[src/rtl/sync_fifo_pkg.sv]
// Shared types and helpers for the single-clock show-ahead FIFO.
// Optional occupancy output is enabled by defining SYNC_FIFO_COUNT_EN.
package sync_fifo_pkg;

  localparam int DefWordLength = 8;
  localparam int DefAddrBits   = 4;

  typedef logic [DefAddrBits-1:0] ptr_t;
  typedef logic [DefAddrBits:0]   cnt_t;

  typedef enum logic [1:0] {
    OpIdle,
    OpWr,
    OpRd,
    OpBoth
  } fifo_op_e;

  function automatic int fifo_depth(input int addr_bits);
    return 1 << addr_bits;
  endfunction

endpackage

[src/rtl/sync_fifo_if.sv]
// Producer/consumer bundle of the FIFO; count_o exists only when
// SYNC_FIFO_COUNT_EN is defined.
interface sync_fifo_if
  import sync_fifo_pkg::*;
#(
  parameter int WordLength = DefWordLength,
  parameter int AddrBits   = DefAddrBits
) ();

  logic                  rd_i;
  logic                  wr_i;
  logic [WordLength-1:0] w_data_i;
  logic [WordLength-1:0] r_data_o;
  logic                  empty_o;
  logic                  full_o;
`ifdef SYNC_FIFO_COUNT_EN
  logic [AddrBits:0]     count_o;
`endif

  modport master (
    output rd_i,
    output wr_i,
    output w_data_i,
    input  r_data_o,
    input  empty_o,
`ifdef SYNC_FIFO_COUNT_EN
    input  count_o,
`endif
    input  full_o
  );

  modport slave (
    input  rd_i,
    input  wr_i,
    input  w_data_i,
    output r_data_o,
    output empty_o,
`ifdef SYNC_FIFO_COUNT_EN
    output count_o,
`endif
    output full_o
  );

endinterface

[src/rtl/sync_fifo_regfile.sv]
// FIFO storage: synchronous write, asynchronous read, never cleared.
module sync_fifo_regfile
  import sync_fifo_pkg::*;
#(
  parameter int WordLength = DefWordLength,
  parameter int AddrBits   = DefAddrBits
) (
  input  logic                  clk,
  input  logic                  we,
  input  logic [AddrBits-1:0]   waddr,
  input  logic [WordLength-1:0] wdata,
  input  logic [AddrBits-1:0]   raddr,
  output logic [WordLength-1:0] rdata
);

  localparam int Depth = fifo_depth(AddrBits);

  logic [WordLength-1:0] mem [Depth];

  always_ff @(posedge clk) begin
    if (we) begin
      mem[waddr] <= wdata;
    end
  end

  assign rdata = mem[raddr];

endmodule

[src/rtl/sync_fifo.sv]
// Single-clock show-ahead FIFO with registered full/empty flags.
// Define SYNC_FIFO_COUNT_EN to add the registered count_o output.
module sync_fifo
  import sync_fifo_pkg::*;
#(
  parameter int WordLength = DefWordLength,
  parameter int AddrBits   = DefAddrBits
) (
  input  logic       clk_i,
  input  logic       rst_i,
  sync_fifo_if.slave bus
);

  logic [AddrBits-1:0]   wr_ptr;
  logic [AddrBits-1:0]   rd_ptr;
  logic [AddrBits-1:0]   wr_nxt;
  logic [AddrBits-1:0]   rd_nxt;
  logic                  empty_q;
  logic                  full_q;
  logic                  wr_acc;
  logic                  rd_acc;
  logic [WordLength-1:0] rdata;
  fifo_op_e              op;

  // A full FIFO still takes a write when the same edge frees a slot.
  assign wr_acc = bus.wr_i & (~full_q | bus.rd_i);
  assign rd_acc = bus.rd_i & ~empty_q;
  assign wr_nxt = wr_ptr + 1'b1;
  assign rd_nxt = rd_ptr + 1'b1;

  always_comb begin
    op = OpIdle;
    unique case (1'b1)
      (wr_acc & rd_acc):  op = OpBoth;
      (wr_acc & ~rd_acc): op = OpWr;
      (rd_acc & ~wr_acc): op = OpRd;
      default:            op = OpIdle;
    endcase
  end

  always_ff @(posedge clk_i) begin
    if (!rst_i) begin
      wr_ptr  <= '0;
      rd_ptr  <= '0;
      empty_q <= 1'b1;
      full_q  <= 1'b0;
    end else begin
      if (wr_acc) begin
        wr_ptr <= wr_nxt;
      end
      if (rd_acc) begin
        rd_ptr <= rd_nxt;
      end
      unique case (op)
        OpWr: begin
          empty_q <= 1'b0;
          full_q  <= (wr_nxt == rd_ptr);
        end
        OpRd: begin
          full_q  <= 1'b0;
          empty_q <= (rd_nxt == wr_ptr);
        end
        default: begin
        end
      endcase
    end
  end

`ifdef SYNC_FIFO_COUNT_EN
  logic [AddrBits:0] cnt;

  always_ff @(posedge clk_i) begin
    if (!rst_i) begin
      cnt <= '0;
    end else begin
      unique case (op)
        OpWr:    cnt <= cnt + 1'b1;
        OpRd:    cnt <= cnt - 1'b1;
        default: cnt <= cnt;
      endcase
    end
  end

  assign bus.count_o = cnt;
`endif

  sync_fifo_regfile #(
    .WordLength (WordLength),
    .AddrBits   (AddrBits)
  ) u_regfile (
    .clk   (clk_i),
    .we    (wr_acc),
    .waddr (wr_ptr),
    .wdata (bus.w_data_i),
    .raddr (rd_ptr),
    .rdata (rdata)
  );

  assign bus.r_data_o = rdata;
  assign bus.empty_o  = empty_q;
  assign bus.full_o   = full_q;

endmodule

[src/flat_wrapper.sv]
// flat-port wrapper written by rule: the top's interface ports become plain ports
module sync_fifo_flat import sync_fifo_pkg::*;
#(
  parameter int WordLength = DefWordLength,
  parameter int AddrBits   = DefAddrBits
)
  (clk_i, rst_i, bus_rd_i, bus_wr_i, bus_w_data_i, bus_r_data_o, bus_empty_o, bus_full_o);
  sync_fifo_if #(.WordLength(WordLength), .AddrBits(AddrBits)) bus_i ();
  input  logic clk_i;
  input  logic rst_i;
  input wire logic [$bits(bus_i.rd_i)-1:0] bus_rd_i;
  input wire logic [$bits(bus_i.wr_i)-1:0] bus_wr_i;
  input wire logic [$bits(bus_i.w_data_i)-1:0] bus_w_data_i;
  output wire logic [$bits(bus_i.r_data_o)-1:0] bus_r_data_o;
  output wire logic [$bits(bus_i.empty_o)-1:0] bus_empty_o;
  output wire logic [$bits(bus_i.full_o)-1:0] bus_full_o;
  assign bus_i.rd_i = bus_rd_i;
  assign bus_i.wr_i = bus_wr_i;
  assign bus_i.w_data_i = bus_w_data_i;
  assign bus_r_data_o = bus_i.r_data_o;
  assign bus_empty_o = bus_i.empty_o;
  assign bus_full_o = bus_i.full_o;
  sync_fifo #(.WordLength(WordLength), .AddrBits(AddrBits)) u_core (.clk_i(clk_i), .rst_i(rst_i), .bus(bus_i));
endmodule
[config.mk]
export PLATFORM = sky130hd
export DESIGN_NAME = sync_fifo_flat
export DESIGN_NICKNAME = d
export VERILOG_FILES = /design/src/rtl/sync_fifo_pkg.sv /design/src/rtl/sync_fifo_if.sv /design/src/rtl/sync_fifo_regfile.sv /design/src/rtl/sync_fifo.sv /design/src/flat_wrapper.sv
export SDC_FILE = /design/constraint.sdc
export NUM_CORES = 1
export LEC_CHECK = 0
export ABC_AREA = 1
export BUFFER_PORTS_ARGS = -buffer_cell sky130_fd_sc_hd__buf_2
export CAP_MARGIN = 20
export CELL_PAD_IN_SITES_DETAIL_PLACEMENT = 0
export CELL_PAD_IN_SITES_GLOBAL_PLACEMENT = 1
export CORE_MARGIN = 5
export CORE_UTILIZATION = 45
export CTS_CLUSTER_SIZE = 16
export DETAILED_ROUTE_END_ITERATION = 10
export GPL_ROUTABILITY_DRIVEN = 1
export PLACE_DENSITY_LB_ADDON = 0.1
export SLEW_MARGIN = 20
export SYNTH_ARGS = -nofsm -noshare
export SYNTH_HDL_FRONTEND = slang
export SYNTH_SLANG_ARGS = --single-unit
export TNS_END_PERCENT = 1
[constraint.sdc]
create_clock -name clk_i -period 2.1 [get_ports clk_i]
set_input_delay 0.525 -clock clk_i [delete_from_list [all_inputs] [get_ports clk_i]]
set_output_delay 0.525 -clock clk_i [all_outputs]
set_load 0.05 [all_outputs]
---- Word-level counts from Yosys, hierarchy flattened ----
Memories as Yosys holds them, arrays and structs flattened. A register that Yosys moved wholly into a read port is not among the register bits.
Cells that the tools add are included.
word-level totals
  bits in registers ....................... 10
  logic and storage cells ................. 29
  memories ................................ 1
  bits in writable memories ............... 128
  bits of input ports ..................... 12
cells by class
  reduce and logical (&&, ||, !) cells .... 1
  bitwise gates (word level) .............. 10
  add/sub/neg operators ................... 2
  equality and inequality tests ........... 4
  mux-type cells .......................... 7
memories
  name                  words  bits a word  read ports  clocked after Yosys merged registers in  write ports  RTL line                 text
  u_core.u_regfile.mem  16     8            1           1                                        1            sync_fifo_regfile.sv:18  logic [WordLength-1:0] mem [Depth];
operators with widths
  kind                 count
  $add 4x1->4 const B  2
  $eq 4x4->1           2
  $mux 4               2
  $pmux 2 s3           1
  $and 1x1->1          5
  $not 1->1            4
  $pmux 1 s2           2
  $eq 2x1->1 const B   1
  $eq 2x2->1 const B   1
  $mux 1               2
  $reduce_bool 2->1    1
  $or 1x1->1           1

---- Depth between registers and ports, before layout ----
  word-level depth ........................ 8
  depth in mapped cells ................... 11
  mapped depth without buffers ............ 11

---- Hierarchy ----
Synthesis repeated with hierarchy kept, for this count alone.
second synthesis, totals
  cell total of the unflattened synthesis .. 636
  area total of the unflattened synthesis .. 6,221.0 sq um
modules (own cells, without submodules)
  module             seq. area each (sq um)  instances  cells an instance  area an instance (sq um)
  sync_fifo_regfile  3,843.7                 1          543                5,606.6
  sync_fifo          200.2                   1          93                 614.3

---- Worst setup path after synthesis ----
No wires, ideal clock.
  path type ............................... reg2out
  start ................................... register with a tool-made name
  end ..................................... output port bus_r_data_o[1]
  required time ........................... 1.575 ns
  setup slack ............................. 0.281 ns
  data arrival time ....................... 1.294 ns
  buffers on the path ..................... 3
  stages on the path, launching flop included .. 9
  cell sequence ........................... dfxtp_1 buf_6 buf_6 buf_6 nand2_1 o211ai_2 nand3_1 nand3_1 nand2_1
RTL lines
  what       RTL line            text
  to (decl)  flat_wrapper.sv:14  output wire logic [$bits(bus_i.r_data_o)-1:0] bus_r_data_o;

==> reports/qor.yml <==
die_area_sq_um: 15900
grt_start_max_net_pins: 41
status: "complete, but fails checks"
r2r_slack_ps: 540
slew_viol_final: 0
cp-start-kind: "flop"
drc: 0
drive_gt1_frac: 0.195
cts_inserted_buffers: 17
ys_types: 24
setup_viol_count_final: 8
grt_antenna_before_repair: 0
p_per_area_nw_per_um2: 946
worstReg2RegStart: "u_core.bus.full_o"
hold_path_class: "in2reg"
violations: "setup timing"
area_growth_pct: 21.5
htree_levels: 4
setup.worst_path.class: "reg2out"
instances_no_fill: 767
clkSlewWorstSetupHoldPaths_ps: 60
syn_area_per_cell_sq_um: 11.5
portBuffers: 21
dp_hpwl_mm: 8.64
worstMarginPinSlew_ps: 364
place_area_sq_um: 6490
maxSlewHeadroom: 0.758
p_sw_mw: 1.65
hold_slack_ps: 420
num_rows: 42
core_area_sq_um: 13200
cts_buffer_depth: 2
postRouteAntennaNets: 0
grt_pass1_wl_mm: 21.3
switching_share: 0.237
synth-edff-count: 128
min_from: "rst_i"
vias_per_cell: 5.10
ir_drop_mv: 0.495
clock.fmax_ghz: 0.433
total_power_mw: 6.96
n_antenna_cell: 0
n_fill_cell: 1146
ys_seq_elements: 142
die_w_microns: 126
seq_power_share: 0.459
comb_power_share: 0.129
arrival_ps: 1790
ys.flop_type: "edfxtp_1"
power_leakage_nw: 2.77
yosysWarnings: 0
clock-skew-final_ps: 7.92
dr.pass1.iters: 5
place.gp.congestion: 0.773
num_vias: 3915
min_period_over_period: 1.10
syn_inst: 528
ys_seq_area_frac: 0.681
worstPathRequired_ps: 1570
synth_top_area_cell: "edfxtp_1"
grt_usage: 0.178
timing.setup.tns_ps: -1400
synth_most_common_cell: "edfxtp_1"
synth.top_cells.by_area: "edfxtp_1 (63%), inv_1 (5.2%), dfxtp_1 (4.6%)"
drt-total-wl_mm: 13.7
synth_fp_nets: 546
pre_cts_ws_ps: 119
worstSetupEndpointType: "output pin"
ctsHoldBuffers: 0
cts_sinks: 142
drt_iter0_drc: 258
postLayoutSetupSlackWorst_ps: -212
start_util: 0.457
cp_max_fo: 7
die-height_microns: 126
nets: 596
cap_violations: 0
p_clk_frac: 0.412
yosysTopAreaCellShare: 0.635
dpl.cell_count: 726
finalCriticalPeriod_ps: 2310
root_buffer: "clkbuf_16"
design.portCount: 22
grt_pass1_vias: 3840
clock_latency_ps: 410
synth.cell_area_sq_um: 6060
ys_top_cells_by_count: "edfxtp_1 (128), inv_1 (84), nand2_1 (68)"
grt_overflow: 0
hold_violations: 0
utilization: 0.556
grt_setup_unrepaired: "true"
intPower_mw: 5.31
async_reset_ff_frac: 0
cts_tree: "yes"
final_cell_area_sq_um: 7360
post_drt_wl_per_cell_microns: 17.9
-- worst paths after layout --
check,endpoint,depth (start not counted)
worst max-delay path,bus_r_data_o[0],8
worst min-delay path,u_core.wr_ptr[1],3
worst min register to register,u_core.bus.empty_o,2
worst max register to register,u_core.u_regfile.mem[10][2],6
-- timing repair --
action / 4_1_cts / 5_1_grt
resized for setup: 48 / 7
setup endpoints to repair: 8 / 8
gates cloned: 2 / 1
buffers inserted: 6 / 0
pin swaps: 13 / 5
-- registers in the layout, indices dropped and copies added (netlist names), named ones only --
| signal | cells |
|---|---|
| u_core.wr_ptr | 4 |
| u_core.rd_ptr | 4 |
| u_core.u_regfile.mem | 128 |
| u_core.bus.empty_o | 1 |
| u_core.bus.full_o | 1 |
-- per-layer routing --
layer | vias to the layer above | share of wire | GRT usage | wire length [microns]
met4 | 0 | 0.016 | 0.0681 | 219
li1 | 1935 | - | - | -
met5 | - | 0 | 0 | 0
met3 | 18 | 0.041 | 0.0390 | 569
met1 | 1883 | 0.46 | 0.239 | 6380
met2 | 79 | 0.48 | 0.285 | 6550
-- power groups by stage --
| stage | logic (mW) | registers [mW] | clock network [mW] |
|---|---|---|---|
| final | 0.897 | 3.19 | 2.87 |
| after global routing | 0.969 | 3.20 | 3.06 |
| after CTS | 0.889 | 3.19 | 2.92 |
| after detailed placement | 0.750 | 3.25 | 0 |
| after global placement | 0.745 | 3.25 | 0 |
| after floorplan | 0.514 | 3.24 | 0 |
-- placed cells by master (no fill, tap or decap), types with 13 or more instances in the layout --
| cell type | n |
|---|---|
| a21oi_1 | 34 |
| buf_2 | 13 |
| buf_4 | 25 |
| clkbuf_16 | 18 |
| edfxtp_1 | 128 |
| inv_1 | 83 |
| nand2_1 | 62 |
| nand3_1 | 45 |
| nor2_1 | 26 |
| o211ai_1 | 22 |
| o21ai_0 | 30 |
-- logic make-up (layout without fill, tap and decap cells) --
kind of cell | count (synthesis) | after routing | share of synthesized area
DFF | 142 | 142 | 0.681
and+or+nand+nor | 150 | 150 | 0.105
adders and majority gates | 6 | 6 | 0.0124
xor gates and xnor gates | 5 | 5 | 0.00723
buffers and inverters | 111 | 174 | 0.0777
AOI/OAI and AO/OA | 114 | 114 | 0.117
-- final cells by class --
type,count,area (sq um),share of cell area
Inverter,85,323,0.0439
Clock buffer,21,440,0.0598
Timing Repair Buffer,57,577,0.0784
Tap cell,176,220,0.0299
Clock inverter,11,123,0.0167
Multi-Input combinational cell,275,1550,0.210
Sequential cell,142,4130,0.561
-- critical path, cell delays in order, from the launching register on --
cell and delay (ps):
dfxtp_4 400, buf_8 160, clkbuf_16 160, a21oi_2 120, o21ai_1 70, nand3_1 120, nand3_1 80, nand2_1 90
buf_6 160
Note: power is estimated with default switching activity, not from simulation.
